File: config.mk
export PLATFORM = sky130hd
export DESIGN_NAME = oh_rrarb
export DESIGN_NICKNAME = d
export VERILOG_FILES = /design/src/rtl/oh_arb_pkg.sv /design/src/rtl/oh_rr_pick.sv /design/src/rtl/oh_rrarb.sv
export SDC_FILE = /design/constraint.sdc
export NUM_CORES = 1
export LEC_CHECK = 0
export BUFFER_PORTS_ARGS = -buffer_cell sky130_fd_sc_hd__buf_2
export CORE_AREA = 5 5 42 44
export DETAILED_ROUTE_END_ITERATION = 8
export DIE_AREA = 0 0 47 49
export PLACE_DENSITY = 0.72
export SLEW_MARGIN = 40
export SYNTH_ARGS = -nofsm -noshare
export SYNTH_HDL_FRONTEND = slang
export SYNTH_SLANG_ARGS = --single-unit
export TNS_END_PERCENT = 5
File: constraint.sdc
create_clock -name clk -period 8.1 [get_ports clk]
set_input_delay 0.405 -clock clk [delete_from_list [all_inputs] [get_ports clk]]
set_output_delay 0.405 -clock clk [all_outputs]
set_load 0.02 [all_outputs]
File: src/rtl/oh_arb_pkg.sv
// Shared definitions for the round-robin arbiter: FSM state encoding and
// an index-width helper that never returns less than one bit.
package oh_arb_pkg;

    typedef enum logic {
        ST_IDLE = 1'b0,
        ST_OWN  = 1'b1
    } arb_state_e;

    // Width of an index into n items; at least one bit even for n <= 2.
    function automatic int idx_w(input int n);
        if (n <= 2) begin
            return 1;
        end
        return $clog2(n);
    endfunction

endpackage

File: src/rtl/oh_rr_pick.sv
// Combinational rotating-priority picker. The request vector is doubled so
// that a single upward search starting at ptr_i covers ptr..N-1 then 0..ptr-1.
module oh_rr_pick
    import oh_arb_pkg::*;
#(
    parameter int N    = 3,
    parameter     PROP = "DEFAULT",
    localparam int IW  = idx_w(N)
) (
    input  logic [N-1:0]  req_i,
    input  logic [IW-1:0] ptr_i,
    output logic [N-1:0]  win_oh_o,
    output logic [IW-1:0] win_idx_o,
    output logic          any_o
);

    localparam int SW = IW + 1;

    logic [2*N-1:0] dbl_req;
    logic [N-1:0]   rot_req;
    logic           hit;
    int unsigned    hit_off;
    logic [SW-1:0]  sum_idx;

    // The property string selects no alternate implementation today.
    if (PROP == "") begin : g_prop_empty
    end

    assign dbl_req = {req_i, req_i};
    assign rot_req = dbl_req[ptr_i +: N];
    assign any_o   = |req_i;

    // Find the first set bit of the rotated vector and map it back to an index.
    always_comb begin
        hit     = 1'b0;
        hit_off = 0;
        for (int j = 0; j < N; j++) begin
            if (!hit && rot_req[j]) begin
                hit     = 1'b1;
                hit_off = j;
            end
        end
        sum_idx = {1'b0, ptr_i} + SW'(hit_off);
        if (sum_idx >= SW'(N)) begin
            sum_idx = sum_idx - SW'(N);
        end
        win_idx_o = sum_idx[IW-1:0];
    end

    for (genvar gi = 0; gi < N; gi++) begin : g_oh
        assign win_oh_o[gi] = any_o && (win_idx_o == IW'(gi));
    end

endmodule

File: src/rtl/oh_rrarb.sv
// Round-robin arbiter with a registered one-hot grant held until the owner
// signals done or drops its request. Optional hold-time limit is compiled in
// with the macro OH_RRARB_TIMEOUT_EN.
module oh_rrarb
    import oh_arb_pkg::*;
#(
    parameter int N       = 3,
    parameter int TIMEOUT = 16,
    parameter     PROP    = "DEFAULT",
    localparam int IW     = idx_w(N)
) (
    input  logic          clk,
    input  logic          reset,
    input  logic [N-1:0]  req0,
    input  logic [N-1:0]  req1,
    input  logic [N-1:0]  done,
    output logic [N-1:0]  grant,
    output logic [IW-1:0] owner,
    output logic          busy,
    output logic          timeout
);

    arb_state_e    state_q, state_d;
    logic [N-1:0]  grant_q, grant_d;
    logic [IW-1:0] owner_q, owner_d;
    logic [IW-1:0] ptr_q, ptr_d;

    logic [N-1:0]  ereq;
    logic [IW-1:0] next_ptr;
    logic [IW-1:0] pick_ptr;
    logic [N-1:0]  win_oh;
    logic [IW-1:0] win_idx;
    logic          win_any;
    logic          rel_norm;
    logic          rel;

    // Illegal parameter combinations leave a visible marker in the hierarchy.
    if (N < 2 || TIMEOUT < 2) begin : g_bad_params
    end

    for (genvar gi = 0; gi < N; gi++) begin : g_ereq
        assign ereq[gi] = req0[gi] | req1[gi];
    end

    assign next_ptr = (owner_q == IW'(N - 1)) ? '0 : owner_q + IW'(1);
    assign rel_norm = done[owner_q] | ~ereq[owner_q];

`ifdef OH_RRARB_TIMEOUT_EN
    localparam int CW = $clog2(TIMEOUT + 1);
    logic [CW-1:0] cnt_q, cnt_d;
    logic          timeout_q, timeout_d;
    logic          force_rel;

    assign force_rel = (cnt_q == CW'(TIMEOUT - 1)) & ~rel_norm;
    assign rel       = rel_norm | force_rel;
    assign timeout   = timeout_q;
`else
    assign rel     = rel_norm;
    assign timeout = 1'b0;
`endif

    // On release, re-arbitrate against the advanced pointer in the same cycle.
    assign pick_ptr = (state_q == ST_OWN) ? next_ptr : ptr_q;

    oh_rr_pick #(
        .N    (N),
        .PROP (PROP)
    ) u_pick (
        .req_i     (ereq),
        .ptr_i     (pick_ptr),
        .win_oh_o  (win_oh),
        .win_idx_o (win_idx),
        .any_o     (win_any)
    );

    // Next-state: grant on request from idle, hold or hand over on release.
    always_comb begin
        state_d = state_q;
        grant_d = grant_q;
        owner_d = owner_q;
        ptr_d   = ptr_q;
`ifdef OH_RRARB_TIMEOUT_EN
        cnt_d     = cnt_q;
        timeout_d = 1'b0;
`endif
        case (state_q)
            ST_IDLE: begin
                if (win_any) begin
                    state_d = ST_OWN;
                    grant_d = win_oh;
                    owner_d = win_idx;
`ifdef OH_RRARB_TIMEOUT_EN
                    cnt_d = '0;
`endif
                end
            end
            ST_OWN: begin
`ifdef OH_RRARB_TIMEOUT_EN
                cnt_d = cnt_q + CW'(1);
`endif
                if (rel) begin
                    ptr_d = next_ptr;
`ifdef OH_RRARB_TIMEOUT_EN
                    timeout_d = force_rel;
`endif
                    if (win_any) begin
                        grant_d = win_oh;
                        owner_d = win_idx;
`ifdef OH_RRARB_TIMEOUT_EN
                        cnt_d = '0;
`endif
                    end else begin
                        grant_d = '0;
                        state_d = ST_IDLE;
                    end
                end
            end
            default: state_d = ST_IDLE;
        endcase
    end

    // State register; reset wins over any grant in progress.
    always_ff @(posedge clk) begin
        if (reset) begin
            state_q <= ST_IDLE;
            grant_q <= '0;
            owner_q <= '0;
            ptr_q   <= '0;
`ifdef OH_RRARB_TIMEOUT_EN
            cnt_q     <= '0;
            timeout_q <= 1'b0;
`endif
        end else begin
            state_q <= state_d;
            grant_q <= grant_d;
            owner_q <= owner_d;
            ptr_q   <= ptr_d;
`ifdef OH_RRARB_TIMEOUT_EN
            cnt_q     <= cnt_d;
            timeout_q <= timeout_d;
`endif
        end
    end

    assign grant = grant_q;
    assign owner = owner_q;
    assign busy  = (state_q == ST_OWN);

endmodule

Word-level counts from Yosys, hierarchy flattened
Cells that the tools add are included.
- $add $sub $neg: 3
- magnitude comparators: 2
- equality and inequality tests: 5
- shift-type cells: 1
- muxes and demuxes: 21
- bitwise gates (word level): 6
- reduce and logical (&&, ||, !) cells: 11
- operator list (kind ; count):
    2-bit 2-to-1 mux ; 6
    3-bit 2-to-1 mux ; 3
    1-bit 2-to-1 mux ; 7
    3-bit one-hot mux with 2 select lines ; 1
    6-bit by 3-bit variable part select with 3-bit output ; 1
    1-bit logical AND ; 5
    1-bit binary-select mux with 2-bit select ; 2
    2-bit == test (second input constant) ; 2
    2-bit by 1-bit inequality test with 1-bit output (second input constant) ; 2
    1-bit bitwise OR ; 4
    2-bit one-hot mux with 2 select lines ; 1
    2-bit AND reduction ; 2
    2-bit by 2-bit adder with 3-bit output ; 1
    3-bit by 2-bit >= comparator with 1-bit output (second input constant) ; 1
    2-bit by 3-bit less-than comparator with 1-bit output (second input constant) ; 1
    3-bit OR reduction ; 1
    2-bit by 1-bit adder with 2-bit output (second input constant) ; 1
    2-bit by 1-bit == test with 1-bit output (second input constant) ; 1
    1-bit logical NOT ; 2
    2-bit logical NOT ; 1
    1-bit inverter ; 2
    1-bit one-hot mux with 2 select lines ; 1
    2-bit subtractor (second input constant) ; 1
- register bits: 8
- input port bits: 11
- output and inout port bits: 7
- word-level logic and storage cells: 53

Logic depth before layout (Yosys ltp)
- depth after elaboration: 19
- depth in mapped cells: 15
- gate-level depth less buffers: 15

Modules after synthesis
Synthesis repeated with hierarchy kept, for this count alone.
- cells, all modules: 80
- area total of the unflattened synthesis: 690.7 µm²
- modules (own cells, without submodules) (module ; times used ; cells each ; area an instance (µm²) ; seq. area each (µm²)):
    oh_rrarb ; 1 ; 53 ; 452.9 ; 160.2
    oh_rr_pick ; 1 ; 27 ; 237.7 ; 0.0

Worst setup path after synthesis
No wires, ideal clock.
- path type: reg2reg
- from: register owner_q[1] (netlist: owner[1])
- to: register grant_q[0] (netlist: grant[0])
- library setup time: 117 ps
- data arrival time: 2972 ps
- required time: 7983 ps
- path slack: 5011 ps
- stages on the path, launching flop included: 14
- buffers on the path: 0
- clock period less this slack: 3089 ps
- cells stage by stage: dfxtp_1 nor2_2 mux2i_2 or4_1 a31oi_1 ha_1 inv_1 fa_1 inv_1 ha_1 nand3b_1 a21o_1 and3_1 a22o_1
- cells in the longest elaborated chain, start to end: 19
- elaborated cells on any way between the ends: 31
- those cells by class: add/sub (3); order compare (1); eq/ne (2); shift (1); mux (15); bitwise (2); reduce/logical (7)
- RTL lines (item ; RTL line ; text):
    start: declaration ; oh_rrarb.sv:25 ; logic [IW-1:0] owner_q, owner_d;
    start signal: assignment ; oh_rrarb.sv:136 ; owner_q <= owner_d;
    2-bit by 1-bit adder with 2-bit output or 2-bit == test (tied branches) ; oh_rrarb.sv:45 ; assign next_ptr = (owner_q == IW'(N - 1)) ? '0 : owner_q + IW'(1);
    2-bit 2-to-1 mux ; oh_rrarb.sv:45 ;
    2-bit 2-to-1 mux ; oh_rrarb.sv:63 ; assign pick_ptr = (state_q == ST_OWN) ? next_ptr : ptr_q;
    6-bit by 3-bit variable part select with 3-bit output ; oh_rr_pick.sv:30 ; assign rot_req = dbl_req[ptr_i +: N];
    1-bit 2-to-1 mux ; oh_rr_pick.sv:38 ; if (!hit && rot_req[j]) begin
    1-bit logical NOT ; oh_rr_pick.sv:38 ;
    1-bit logical AND ; oh_rr_pick.sv:38 ;
    1-bit 2-to-1 mux ; oh_rr_pick.sv:38 ;
    (+3 left out) ; - ;
    2-bit by 2-bit adder with 3-bit output ; oh_rr_pick.sv:43 ; sum_idx = {1'b0, ptr_i} + SW'(hit_off);
    3-bit by 2-bit >= comparator with 1-bit output or 2-bit subtractor (tied branches) ; oh_rr_pick.sv:44, oh_rr_pick.sv:45 ;
    2-bit 2-to-1 mux ; oh_rr_pick.sv:44 ; if (sum_idx >= SW'(N)) begin
    2-bit logical NOT ; oh_rr_pick.sv:51 ; assign win_oh_o[gi] = any_o && (win_idx_o == IW'(gi));
    1-bit logical AND ; oh_rr_pick.sv:51 ;
    3-bit 2-to-1 mux ; oh_rrarb.sv:106 ; if (win_any) begin
    3-bit 2-to-1 mux ; oh_rrarb.sv:101 ; if (rel) begin
    3-bit one-hot mux with 2 select lines ; oh_rrarb.sv:86 ; case (state_q)
    end signal: assignment ; oh_rrarb.sv:135 ; grant_q <= grant_d;
    end: declaration ; oh_rrarb.sv:24 ; logic [N-1:0] grant_q, grant_d;
Several ways; a longest one is shown, not always the timed one. The select of a mux whose other input is x is not followed.
A chain may end at the register's enable or synchronous reset.

Final worst setup path
Same ends and word-level chain as after synthesis.

==> summary.md <==
| Metric | Value |
|---|---|
| Post-Synth Simple-Gate Area | `a little over a quarter` |
| Internal power consumption | `~0.00013 W` |
| Layout Area Growth over Synthesis | `19.60%` |
| Area inside the core boundary | `1401 um2` |
| Crit share post-route | `39.87%` |
| Worst path required time | `slightly above 8 ns` |
| Sum of buffers and inverters on the critical path | `2` |
| Nature of the critical path startpoint | `flip-flop` |
| Grt ovf | `0` |
| Fmax achieved | `309.6 MHz` |
| Die height | `~49 um` |
| Total of endpoints with negative setup slack in the final report | `0` |
| Via density per instance | `5.437` |
| Clock latency at the later pin of the worst-skew pair | `between 0.2 and 0.3 ns` |
| Aggregate global-route resource usage | `around an eighth` |
| First-pass GRT wire length | `roughly 2100 um` |
| Largest family of logic cells by synthesized area | `simple AND/OR/NAND/NOR gates` |
| Post-synthesis compound-gate area fraction | `about a fifth` |
| Worst path top cell family by delay | `simple AND/OR/NAND/NOR gates` |
| Adder and majority gate portion of the synthesized area | `7.930%` |
| Sum of routed wire length over all layers | `between 1000 and 1500 um` |
| CTS tree | `built` |
| CP max-delay cell | `or4_1` |
| RSZ-0062 raised after global routing | `no` |
| Post-cts resize count | `0` |
| Top_reg_cell synth | `dfxtp_1` |
| Number of vias in the routed layout | `560` |
| Layout cells sized above 1 | `27.59%` |
| Net count of the mapped netlist | `84` |
| Post-route minimum period | `around 3.2 ns` |
| Netlist area before placement | `between 500 and 600 um2` |
| Final-stage net count | `approximately 100` |
| Global placement routability congestion | `0.7645` |
| Count of flip-flops with a built-in enable after synthesis | `0` |
| Distinct cell type count of the synthesized netlist | `32` |
| Site row count | `14` |
| Hold_buf cts | `0` |
| Die area | `approximately 2300 um2` |
| I/O pin count | `18` |
| HPWL after detailed placement | `a little over 1000 um` |
| Ordered cell list for the critical path | `nor2_2 > mux2i_2 > or4_1 > a31oi_1 > ha_1 > inv_1 > fa_1 > inv_1 > ha_1 > nand3b_1 > a21o_1 > and3_1 > a22o_1` |
| Synthesized instance count | `70` |
| Warnings from Yosys | `0` |
| Result of the run | `complete, no violations` |
| DRT antenna net count | `0` |
| DRC viols | `0` |
| WL/cell | `about 12 um` |
| Crit end category | `flip-flop` |
| Critical-path maximum fanout | `7` |
| Clock power frac | `12.8%` |
| Register clock-pin slew on the reported worst setup and hold paths | `0.05 ns` |
| Number of clock sinks | `8` |
| Pin count of the biggest net entering global routing | `9` |
| Leak | `0.3103 nW` |
| Root buffer cell | `clkbuf_4` |
| Die X-Extent | `around 47 um` |
| Max incr delay on CP | `~0.50 ns` |
| Vias in the first global route | `536` |
| Average size of a mapped cell | `8.115 um2` |
| Drt pass-1 iters | `4` |
| H-Tree Depth | `1` |
| Number of synthesized register bits | `8` |
| Sequential cell area fraction in the yosys report | `28.19%` |
| Worst setup path class | `flip-flop to flip-flop` |
| Initial detailed-routing violation count | `12` |
| Net switching power | `between 0.00009 and 0.0001 W` |
| Total count of hold-check failures in the final report | `0` |
| Maximum resistive drop on vdd | `about 0.00017 V` |
| Number of buffers on the longest clock path | `2` |
| FFs w/ async S/R, synth | `0%` |
| Worst hold slack | `roughly 0.42 ns` |
| Pins over their slew limit | `0` |
| Portion of total power attributed to combinational logic | `~60%` |
| Clock buffers created by TritonCTS | `3` |
| Class of the most critical hold timing path | `primary input to flip-flop` |
| Multiplexer area fraction after synthesis | `8.370%` |
| Switching Share | `between 40% and 50%` |
| Part of the total power dissipated in sequential elements | `a little over a quarter` |
| Post CTS Setup Buffer Count | `0` |
| Starting density of the core | `40.54%` |
| Arrival time at the worst endpoint | `roughly 3.4 ns` |
| Pwr/cell area | `between 300 and 400 nW/um2` |
| Filler cell count in the final layout | `between 100 and 150` |
| Port Buffers | `16` |
| Number of antenna diodes | `0` |
| Xor-xnor portion of the synthesized cell area | `between 1.5 and 2%` |
| Final clock skew | `about 0.001 ns` |
| Number of max-cap violations | `0` |
| Initial antenna violation count | `0` |
| Accumulated negative setup slack | `0 ns` |
final timing paths:
kind         startpoint       end  slack [ns]  depth (start not counted)
min reg2reg    grant[1]  grant[1]        0.47                          1
min               reset  ptr_q[0]        0.42                          2
max reg2reg    owner[1]  grant[0]        4.87                         13
max            owner[1]  grant[0]        4.87                         13
synth_stat cells (2+ instances only):
cell	number	area, um2
a211oi_1	3	22.52
a21oi_1	3	15.01
a22o_1	2	17.52
a31oi_1	2	12.51
and3_1	2	12.51
dfxtp_1	8	160.2
ha_1	2	25.02
inv_1	5	18.77
mux2i_1	2	20.02
mux2i_2	2	27.53
nand2_1	3	11.26
nand3_1	2	10.01
nand3b_1	2	15.01
nor2_1	8	30.03
nor2_2	2	12.51
nor3_1	2	10.01
o21ai_0	4	20.02
or4_1	2	15.01
cells by family (layout without fill, tap and decap cells):
kind of cell,Yosys count,after routing
AO/OA/AOI/OAI,17,17
XOR/XNOR,1,1
adder cells (fa/ha/maj),3,3
buffers and inverters,7,24
flip-flops,8,8
multiplexers,4,4
other,1,1
AND/OR/NAND/NOR,29,29
layer usage:
metal	wire [um]	share of wire, %	track usage, %	up-vias
met3	51	4.3	1.476	2
met4	5	0.42	7.834	0
li1	-	-	-	289
met5	0	0	0	-
met2	651	54	17.65	14
met1	492	41	16.37	255
power groups by stage:
stage | combinational, W | clock [W] | sequential [W]
floorplan | 0.0000951 | 0 | 0.0000716
global placement | 0.000132 | 0 | 0.0000612
detailed placement | 0.000135 | 0 | 0.0000621
CTS | 0.000137 | 0.0000309 | 0.0000611
global route | 0.000157 | 0.0000331 | 0.0000633
finish | 0.000136 | 0.0000288 | 0.0000609
layout make-up:
cell class	instances	area [um2]	share of cell area (%)
Tap cell	16	20.02	2.947
Clock buffer	3	22.52	3.315
Sequential cell	8	160.2	23.57
Inverter	5	18.77	2.762
Multi-Input combinational cell	55	377.9	55.62
Timing Repair Buffer	16	80.08	11.79
stage by stage:
stage	util (%)	area, um2	setup WS (ns)	power [W]	instances
3_5_place_dp	46.88	656.9	4.892	0.0001974	100
5_1_grt	48.48	679.4	4.655	0.0002534	103
4_1_cts	48.48	679.4	4.860	0.0002289	103
6_report	48.48	679.4	4.870	0.0002252	103
2_1_floorplan	-	568.0	5.011	0.0001667	70
3_3_place_gp	46.88	656.9	4.956	0.0001934	100
state kept, by name, indices dropped and copies added, names as in the netlist:
| signal | cells |
|---|---|
| ptr_q | 2 |
| grant | 3 |
| owner | 2 |
| busy | 1 |
layout by cell type, fill, tap and decap left out, types with 3 or more instances in the layout:
cell / netlist / layout
nor2_1: 8 / 8
nand2_1: 3 / 3
o21ai_0: 4 / 4
a21oi_1: 3 / 3
inv_1: 5 / 5
clkbuf_4: 0 / 3
buf_2: 0 / 16
a211oi_1: 3 / 3
dfxtp_1: 8 / 8
Power figures use the tool's default switching activity.
